**src/rtl/svi_mem_arbiter.sv**
```systemverilog
// ----------------------------------------------------------------------------
// svi_mem_arbiter
//
// Purpose: shares one byte-wide SDRAM port between four requesters:
//   download (dl)  - single-cycle write strobes, held in a one-entry buffer
//   cleanup  (clr) - level request, always writes 8'h00
//   CPU      (cpu) - level request, read or write
//   cassette (cas) - level request, read-only, eligible only while cas_win=1
// Fixed priority dl > clr > cpu > cas. Each access walks IDLE -> ISSUE ->
// WAIT -> ACK. A watchdog aborts a WAIT that never sees sd_ready.
//
// Ports:
//   clk_sys, reset             clock / synchronous active-high reset
//   dl_wr/dl_addr/dl_data      download write strobe, dl_ack completion
//   clr_req/clr_addr           cleanup request, clr_ack completion
//   cpu_req/cpu_we/cpu_addr/   CPU request, cpu_dout read data,
//   cpu_din                    cpu_ack completion
//   cas_req/cas_addr/cas_win   cassette request, cas_dout read data, cas_ack
//   sd_rd/sd_we/sd_addr/sd_din SDRAM command (one-cycle strobe, held address)
//   sd_dout/sd_ready           SDRAM read data and completion pulse
//   busy, err                  not-idle indicator, sticky error flag
//
// Optional build macro: SVI_ARB_RR_EN -- when defined, cpu and cas alternate
// priority whenever both are eligible in the same IDLE cycle.
// ----------------------------------------------------------------------------
module svi_mem_arbiter #(
   parameter int ADDR_W      = 23,
   parameter int WDOG_CYCLES = 64
) (
   input  logic              clk_sys,
   input  logic              reset,
   input  logic              dl_wr,
   input  logic [ADDR_W-1:0] dl_addr,
   input  logic [7:0]        dl_data,
   output logic              dl_ack,
   input  logic              clr_req,
   input  logic [ADDR_W-1:0] clr_addr,
   output logic              clr_ack,
   input  logic              cpu_req,
   input  logic              cpu_we,
   input  logic [ADDR_W-1:0] cpu_addr,
   input  logic [7:0]        cpu_din,
   output logic [7:0]        cpu_dout,
   output logic              cpu_ack,
   input  logic              cas_req,
   input  logic [ADDR_W-1:0] cas_addr,
   input  logic              cas_win,
   output logic [7:0]        cas_dout,
   output logic              cas_ack,
   output logic              sd_rd,
   output logic              sd_we,
   output logic [ADDR_W-1:0] sd_addr,
   output logic [7:0]        sd_din,
   input  logic [7:0]        sd_dout,
   input  logic              sd_ready,
   output logic              busy,
   output logic              err
);

   // Counter holds 0..WDOG_CYCLES-1 and is compared, never wrapped.
   localparam int               CNT_W     = $clog2(WDOG_CYCLES + 1);
   localparam logic [CNT_W-1:0] WDOG_LAST = CNT_W'(WDOG_CYCLES - 1);

   typedef enum logic [1:0] {IDLE, ISSUE, WAIT, ACK} state_t;
   typedef enum logic [1:0] {GNT_DL, GNT_CLR, GNT_CPU, GNT_CAS} gnt_t;

   state_t            r_state;
   gnt_t              r_gnt;
   logic              r_we;
   logic [CNT_W-1:0]  r_wdog;
   logic              r_dl_pend;
   logic [ADDR_W-1:0] r_dl_addr;
   logic [7:0]        r_dl_data;
   logic              r_clr_arm, r_cpu_arm, r_cas_arm;
   logic              r_sd_rd, r_sd_we;
   logic [ADDR_W-1:0] r_sd_addr;
   logic [7:0]        r_sd_din, r_cpu_dout, r_cas_dout;
   logic              r_dl_ack, r_clr_ack, r_cpu_ack, r_cas_ack;
   logic              r_busy, r_err;

   logic              w_clr_elig, w_cpu_elig, w_cas_elig, w_cas_wins;
   logic              w_any, w_grant, w_dl_grant, w_dl_drop;
   gnt_t              w_sel;
   logic [ADDR_W-1:0] w_sel_addr;
   logic [7:0]        w_sel_din;
   logic              w_sel_we;
   logic              w_wait_done;
   logic [7:0]        w_rd_data;

   assign w_clr_elig = clr_req && r_clr_arm;
   assign w_cpu_elig = cpu_req && r_cpu_arm;
   assign w_cas_elig = cas_req && r_cas_arm && cas_win;

`ifdef SVI_ARB_RR_EN
   // Set after a cpu grant, cleared after a cas grant: the last winner loses a tie.
   logic r_rr_cas_first;
   always_ff @(posedge clk_sys) begin
      if (reset)
         r_rr_cas_first <= 1'b0;
      else if (w_grant && w_sel == GNT_CPU)
         r_rr_cas_first <= 1'b1;
      else if (w_grant && w_sel == GNT_CAS)
         r_rr_cas_first <= 1'b0;
   end
   assign w_cas_wins = w_cas_elig && (!w_cpu_elig || r_rr_cas_first);
`else
   assign w_cas_wins = w_cas_elig && !w_cpu_elig;
`endif

   always_comb begin
      w_any      = 1'b1;
      w_sel      = GNT_DL;
      w_sel_addr = r_dl_addr;
      w_sel_din  = r_dl_data;
      w_sel_we   = 1'b1;
      if (!r_dl_pend) begin
         if (w_clr_elig) begin
            w_sel      = GNT_CLR;
            w_sel_addr = clr_addr;
            w_sel_din  = 8'h00;
         end else if (w_cpu_elig && !w_cas_wins) begin
            w_sel      = GNT_CPU;
            w_sel_addr = cpu_addr;
            w_sel_din  = cpu_din;
            w_sel_we   = cpu_we;
         end else if (w_cas_wins) begin
            w_sel      = GNT_CAS;
            w_sel_addr = cas_addr;
            w_sel_din  = 8'h00;
            w_sel_we   = 1'b0;
         end else begin
            w_any = 1'b0;
         end
      end
   end

   assign w_grant    = (r_state == IDLE) && w_any;
   assign w_dl_grant = w_grant && (w_sel == GNT_DL);
   // Overflow: buffer full and not being emptied by a grant this same edge.
   assign w_dl_drop  = dl_wr && r_dl_pend && !w_dl_grant;

   // A missing sd_ready at the last watchdog cycle completes the read with 8'hFF.
   assign w_wait_done = sd_ready || (r_wdog == WDOG_LAST);
   assign w_rd_data   = sd_ready ? sd_dout : 8'hFF;

   // Download buffer: a strobe coinciding with the grant refills the freed slot.
   always_ff @(posedge clk_sys) begin
      if (reset) begin
         r_dl_pend <= 1'b0;
         r_dl_addr <= '0;
         r_dl_data <= 8'h00;
      end else if (dl_wr && !w_dl_drop) begin
         r_dl_pend <= 1'b1;
         r_dl_addr <= dl_addr;
         r_dl_data <= dl_data;
      end else if (w_dl_grant) begin
         r_dl_pend <= 1'b0;
      end
   end

   // Level requesters disarm on grant and re-arm only on a low req sampled
   // while they are not the access in flight (i.e. after their ack).
   always_ff @(posedge clk_sys) begin
      if (reset) begin
         r_clr_arm <= 1'b1;
         r_cpu_arm <= 1'b1;
         r_cas_arm <= 1'b1;
      end else begin
         if (w_grant && w_sel == GNT_CLR)
            r_clr_arm <= 1'b0;
         else if (!clr_req && !(r_state != IDLE && r_gnt == GNT_CLR))
            r_clr_arm <= 1'b1;
         if (w_grant && w_sel == GNT_CPU)
            r_cpu_arm <= 1'b0;
         else if (!cpu_req && !(r_state != IDLE && r_gnt == GNT_CPU))
            r_cpu_arm <= 1'b1;
         if (w_grant && w_sel == GNT_CAS)
            r_cas_arm <= 1'b0;
         else if (!cas_req && !(r_state != IDLE && r_gnt == GNT_CAS))
            r_cas_arm <= 1'b1;
      end
   end

   always_ff @(posedge clk_sys) begin
      if (reset) begin
         r_state    <= IDLE;
         r_gnt      <= GNT_DL;
         r_we       <= 1'b0;
         r_wdog     <= '0;
         r_sd_rd    <= 1'b0;
         r_sd_we    <= 1'b0;
         r_sd_addr  <= '0;
         r_sd_din   <= 8'h00;
         r_cpu_dout <= 8'h00;
         r_cas_dout <= 8'h00;
         r_dl_ack   <= 1'b0;
         r_clr_ack  <= 1'b0;
         r_cpu_ack  <= 1'b0;
         r_cas_ack  <= 1'b0;
         r_busy     <= 1'b0;
         r_err      <= 1'b0;
      end else begin
         if (w_dl_drop)
            r_err <= 1'b1;
         case (r_state)
            IDLE: begin
               if (w_grant) begin
                  r_gnt     <= w_sel;
                  r_we      <= w_sel_we;
                  r_sd_addr <= w_sel_addr;
                  r_sd_din  <= w_sel_din;
                  r_sd_rd   <= !w_sel_we;
                  r_sd_we   <= w_sel_we;
                  r_busy    <= 1'b1;
                  r_state   <= ISSUE;
               end
            end
            ISSUE: begin
               r_sd_rd <= 1'b0;
               r_sd_we <= 1'b0;
               r_wdog  <= '0;
               r_state <= WAIT;
            end
            WAIT: begin
               if (w_wait_done) begin
                  if (!r_we && r_gnt == GNT_CPU)
                     r_cpu_dout <= w_rd_data;
                  if (!r_we && r_gnt == GNT_CAS)
                     r_cas_dout <= w_rd_data;
                  if (!sd_ready)
                     r_err <= 1'b1;
                  r_dl_ack  <= (r_gnt == GNT_DL);
                  r_clr_ack <= (r_gnt == GNT_CLR);
                  r_cpu_ack <= (r_gnt == GNT_CPU);
                  r_cas_ack <= (r_gnt == GNT_CAS);
                  r_state   <= ACK;
               end else begin
                  r_wdog <= r_wdog + 1'b1;
               end
            end
            ACK: begin
               r_dl_ack  <= 1'b0;
               r_clr_ack <= 1'b0;
               r_cpu_ack <= 1'b0;
               r_cas_ack <= 1'b0;
               r_busy    <= 1'b0;
               r_state   <= IDLE;
            end
            default: r_state <= IDLE;
         endcase
      end
   end

   assign sd_rd    = r_sd_rd;
   assign sd_we    = r_sd_we;
   assign sd_addr  = r_sd_addr;
   assign sd_din   = r_sd_din;
   assign cpu_dout = r_cpu_dout;
   assign cas_dout = r_cas_dout;
   assign dl_ack   = r_dl_ack;
   assign clr_ack  = r_clr_ack;
   assign cpu_ack  = r_cpu_ack;
   assign cas_ack  = r_cas_ack;
   assign busy     = r_busy;
   assign err      = r_err;

endmodule

```
**config.mk**
```make
export PLATFORM = sky130hd
export DESIGN_NAME = svi_mem_arbiter
export DESIGN_NICKNAME = d
export VERILOG_FILES = /design/src/rtl/svi_mem_arbiter.sv
export SDC_FILE = /design/constraint.sdc
export NUM_CORES = 1
export LEC_CHECK = 0
export ABC_AREA = 1
export BUFFER_PORTS_ARGS = -buffer_cell sky130_fd_sc_hd__buf_2
export CAP_MARGIN = 20
export CELL_PAD_IN_SITES_DETAIL_PLACEMENT = 2
export CELL_PAD_IN_SITES_GLOBAL_PLACEMENT = 2
export CORE_MARGIN = 2
export CORE_UTILIZATION = 26
export DETAILED_ROUTE_END_ITERATION = 12
export PLACE_DENSITY = 0.91
export SYNTH_ARGS = -nofsm -noshare
export SYNTH_HDL_FRONTEND = slang
export SYNTH_SLANG_ARGS = --single-unit
```
**constraint.sdc**
```tcl
create_clock -name clk_sys -period 1.65 [get_ports clk_sys]
set_input_delay 0.0825 -clock clk_sys [delete_from_list [all_inputs] [get_ports clk_sys]]
set_output_delay 0.0825 -clock clk_sys [all_outputs]
set_load 0.01 [all_outputs]
```
==> summary.txt <==
Status
  – Status: finished, violations left
  – Failing checks: hold timing, setup timing

Clock network
  – Clk Tree Root Cell: clkbuf_16
  – Clock latency on the worst-skew pair: 0.36 ns
  – Num CTS Buffers: 9
  – Clock transition at path regs: 0.07 ns
  – H-tree depth: 3
  – Clock buffer depth: 2
  – TritonCTS clock tree: yes
  – Clock sink total: 102

Critical path
  – Reg2reg start: r_state[0]$_SDFFE_PP0P_
  – Crit path required time: 1.91 ns
  – CP endpoint: sd_addr[3]$_SDFFE_PP0P_
  – Worst EP arrival: 1.92 ns
  – Worst Setup Start Kind: register
  – CP Launch Point: r_state[0]$_SDFFE_PP0P_
  – Critical Path Stages: 9
  – CP max FO: 8
  – Crit path max-delay cell type: dfxtp_2
  – R2R Path End: sd_addr[3]$_SDFFE_PP0P_
  – Critical-path cell list: inv_2, ha_4, buf_8, inv_2, nor2_4, clkbuf_16, nand2_1, nor2_1, nor2_1
  – Buf/Inv on CP: 4
  – WS Path Type: register to register
  – Crit path capture type: register
  – Reg-to-reg setup timing slack: -0.01 ns
  – Critical path's largest stage delay: 0.34 ns
  – CP top delay family: simple AND/OR/NAND/NOR gates
  – R2R depth: 9

GRT
  – Grt ovf: 0
  – Vias in the first global route: 6,764
  – First-pass GRT wire length: 35,820 microns
  – GR Util All Layers: 22.24%
  – Largest net degree at the start of global routing: 32
  – Initial antenna violation count: 3

Synthesis
  – Mapped Nets: 903
  – Synth Register Bits: 102
  – Mapped Avg Cell Area: 6.663 sq um
  – Post-Synth Adder-Cell Area: 1.459%
  – Post-synth EDFFs: 0
  – Mapped Area: 5144 sq um
  – Mux contribution to synthesized area: 0%
  – Area leader, netlist: dfxtp_1
  – Synth Area in Simple Gates: 35.10%
  – Synth top area cells: dfxtp_1 (40%), nand2_1 (14%), nor2_1 (10%)
  – Post-synth cell types: 34
  – Cells after synthesis: 772
  – Synth Area in Compound Gates: 13.91%
  – Synth top area share: 39.70%
  – Synth warn: 0
  – Largest family of logic cells by synthesized area: simple AND/OR/NAND/NOR gates
  – XOR/XNOR Fraction of Synth Area: 0.3405%
  – Sequential area share after synthesis: 39.70%
  – Top FF cell, synth: dfxtp_1
  – Async SR Flop Fraction: 0%

Drt
  – Final ANT Viol Nets: 0
  – Remaining routing DRC violations: 0
  – Via count: 5,979
  – DR vias/cell: 4.745
  – Final wirelength: 23,000 microns
  – First-pass iteration count of the detailed router: 4
  – WL/cell: 18.25 microns
  – Initial DRC count: 174

Layout
  – Fillers: 2,343
  – Fraction of layout cells with a size suffix above 1: 29.57%
  – Commonest non-fill, non-tap cells in the layout: nand2_1 (193), buf_2 (179), nor2_1 (137)
  – Register area: 2046 sq um
  – Area of the multi-input gates: 2686 sq um
  – Area growth, synth to finish: 40.60%
  – Layout Cells excl Fill: 1,260
  – Nets@finish: 1,117
  – Most common cell after layout, fill and taps aside: nand2_1

Die
  – I/O Pins: 180
  – Die area: 20,930 sq um
  – FP Rows: 51
  – Core ar.: 19,460 sq um
  – Die width: 144.7 microns
  – Initial Utilization: 26.43%
  – DIE HEIGHT: 144.7 microns

Power and ir drop
  – Cell Pwr Density: 1307 nW/um^2
  – LEAKAGE: 0.003514 uW
  – VDD IR max: 0.5725 mV

Timing
  – Period Utilization, post-route: 100.8%
  – Final hold slack: -0.01000 ns
  – Final Skew: 0.01106 ns
  – Slew Limit Fails: 0
  – Setup_tns: -0.01304 ns
  – Final setup fails: 1
  – RSZ-0062 raised after global routing: yes
  – Fmax: 601.3 MHz
  – Final worst setup slack: -0.01304 ns
  – Final Hold Vio Count: 1
  – Slew HR: 66.24%
  – Slew of the pin with the lowest slew margin: 0.5058 ns
  – Period minus WS final: 1.663 ns

Place
  – Number of port buffers: 179
  – Placed Cells incl. Taps: 1,209
  – Routability cong.: 0.7763
  – HPWL after DPL: 16,650 microns

Min path
  – Hold crit path type: primary input to register

Job
  – Max Cap Viol: 0
## metrics by stage
| stage | utilization [%] | area (sq um) | setup WS, ns | power [uW] |
|---|---|---|---|---|
| 5_1_grt | 37.13 | 7227 | -0.07531 | 10100 |
| 3_5_place_dp | 33.17 | 6456 | -0.1427 | 6757 |
| 4_1_cts | 36.46 | 7096 | 0.008491 | 9212 |
| 2_1_floorplan | - | 5144 | 0.1812 | 5238 |
| 3_3_place_gp | 33.17 | 6456 | 0.05132 | 6543 |
| 6_report | 37.16 | 7232 | -0.01304 | 9454 |
## synthesized netlist by cell type, types with 2 or more instances
library cell and count:
nand2_1 194, o21bai_1 2, o21ai_0 57, buf_6 9
nand4_1 19, nor2_4 4, nor2_1 141, nor2_2 4
nand3_1 23, a22oi_1 6, nand2_2 4, buf_4 4
o21ai_1 17, dfxtp_1 102, nand2_4 3, ha_1 6
nand3_2 2, inv_1 60, a21oi_1 51, or2_2 22
nor3_1 4, clkbuf_1 18, buf_2 9
## state kept, by name, indices dropped and copies added, names as in the netlist, 2 cells and up
name       count
sd_addr       23
cas_dout       8
sd_din         8
r_gnt          2
cpu_dout       8
r_wdog         7
r_dl_addr     23
r_state        2
r_dl_data      8
## repair_timing
item | CTS | global route
cloned | 0 | 2
pin swaps | 2 | 1
setup buffers | 3 | 0
hold endpoints to repair | 26 | 0
gates resized for setup | 11 | 21
hold buffers | 26 | 0
setup endpoints to repair | 68 | 71
## kinds of logic (layout without fill, tap and decap cells)
| kind of cell | Yosys count | after routing |
|---|---|---|
| simple gates | 421 | 421 |
| compound gates | 137 | 137 |
| buf+inv | 104 | 323 |
| flops | 102 | 102 |
| fa+ha+maj | 6 | 6 |
| xor+xnor | 2 | 2 |
| other cells | 0 | 4 |
## power by group
group	switching (uW)	internal (uW)	total [uW]	leakage, uW
Combinational	2330	1570	3910	0.00253
Clock	1030	1230	2260	0.000147
Sequential	315	2970	3290	0.000839
Total	3680	5780	9450	0.00351
## worst register-to-register path, delay by kind of cell, from the launching register on
kind,cells,cell delay [ns]
fa+ha+maj,1,0.16
flops,1,0.34
buf+inv,4,0.52
simple gates,4,0.54
## cell type report
cell class	count	area share, %
inverters	62	3.339
clock inverters	5	0.8824
multi-input cells	566	37.15
diodes	4	0.1384
flip-flops and latches	102	28.29
well taps	265	4.585
repair buffers	245	22.27
clock buffers	11	3.356
## metal layers
layer  global-route usage, %  vias up  part of all wire (%)
met5                       0        -                     0
met2                   42.11      153                    53
met3                   6.055       24                   5.6
met4                   5.774        0                   1.6
li1                        -     2884                     -
met1                   24.40     2918                    40
## how the worst min path moves through the flow
stage | from | endpoint | slack [ns] | cells after the start
floorplan | dl_wr | r_dl_pend$_SDFFE_PP0P_ | 0.20 | 2
global placement | dl_data[2] | r_dl_data[2]$_SDFFE_PP0P_ | 0.31 | 3
detailed placement | dl_addr[17] | r_dl_addr[17]$_SDFFE_PP0P_ | 0.31 | 3
CTS | dl_addr[3] | r_dl_addr[3]$_SDFFE_PP0P_ | 0.003 | 3
global route | dl_wr | r_dl_pend$_SDFFE_PP0P_ | 0.03 | 3
finish | dl_addr[0] | r_dl_addr[0]$_SDFFE_PP0P_ | -0.01 | 3
Note: power is estimated with default switching activity, not from simulation.
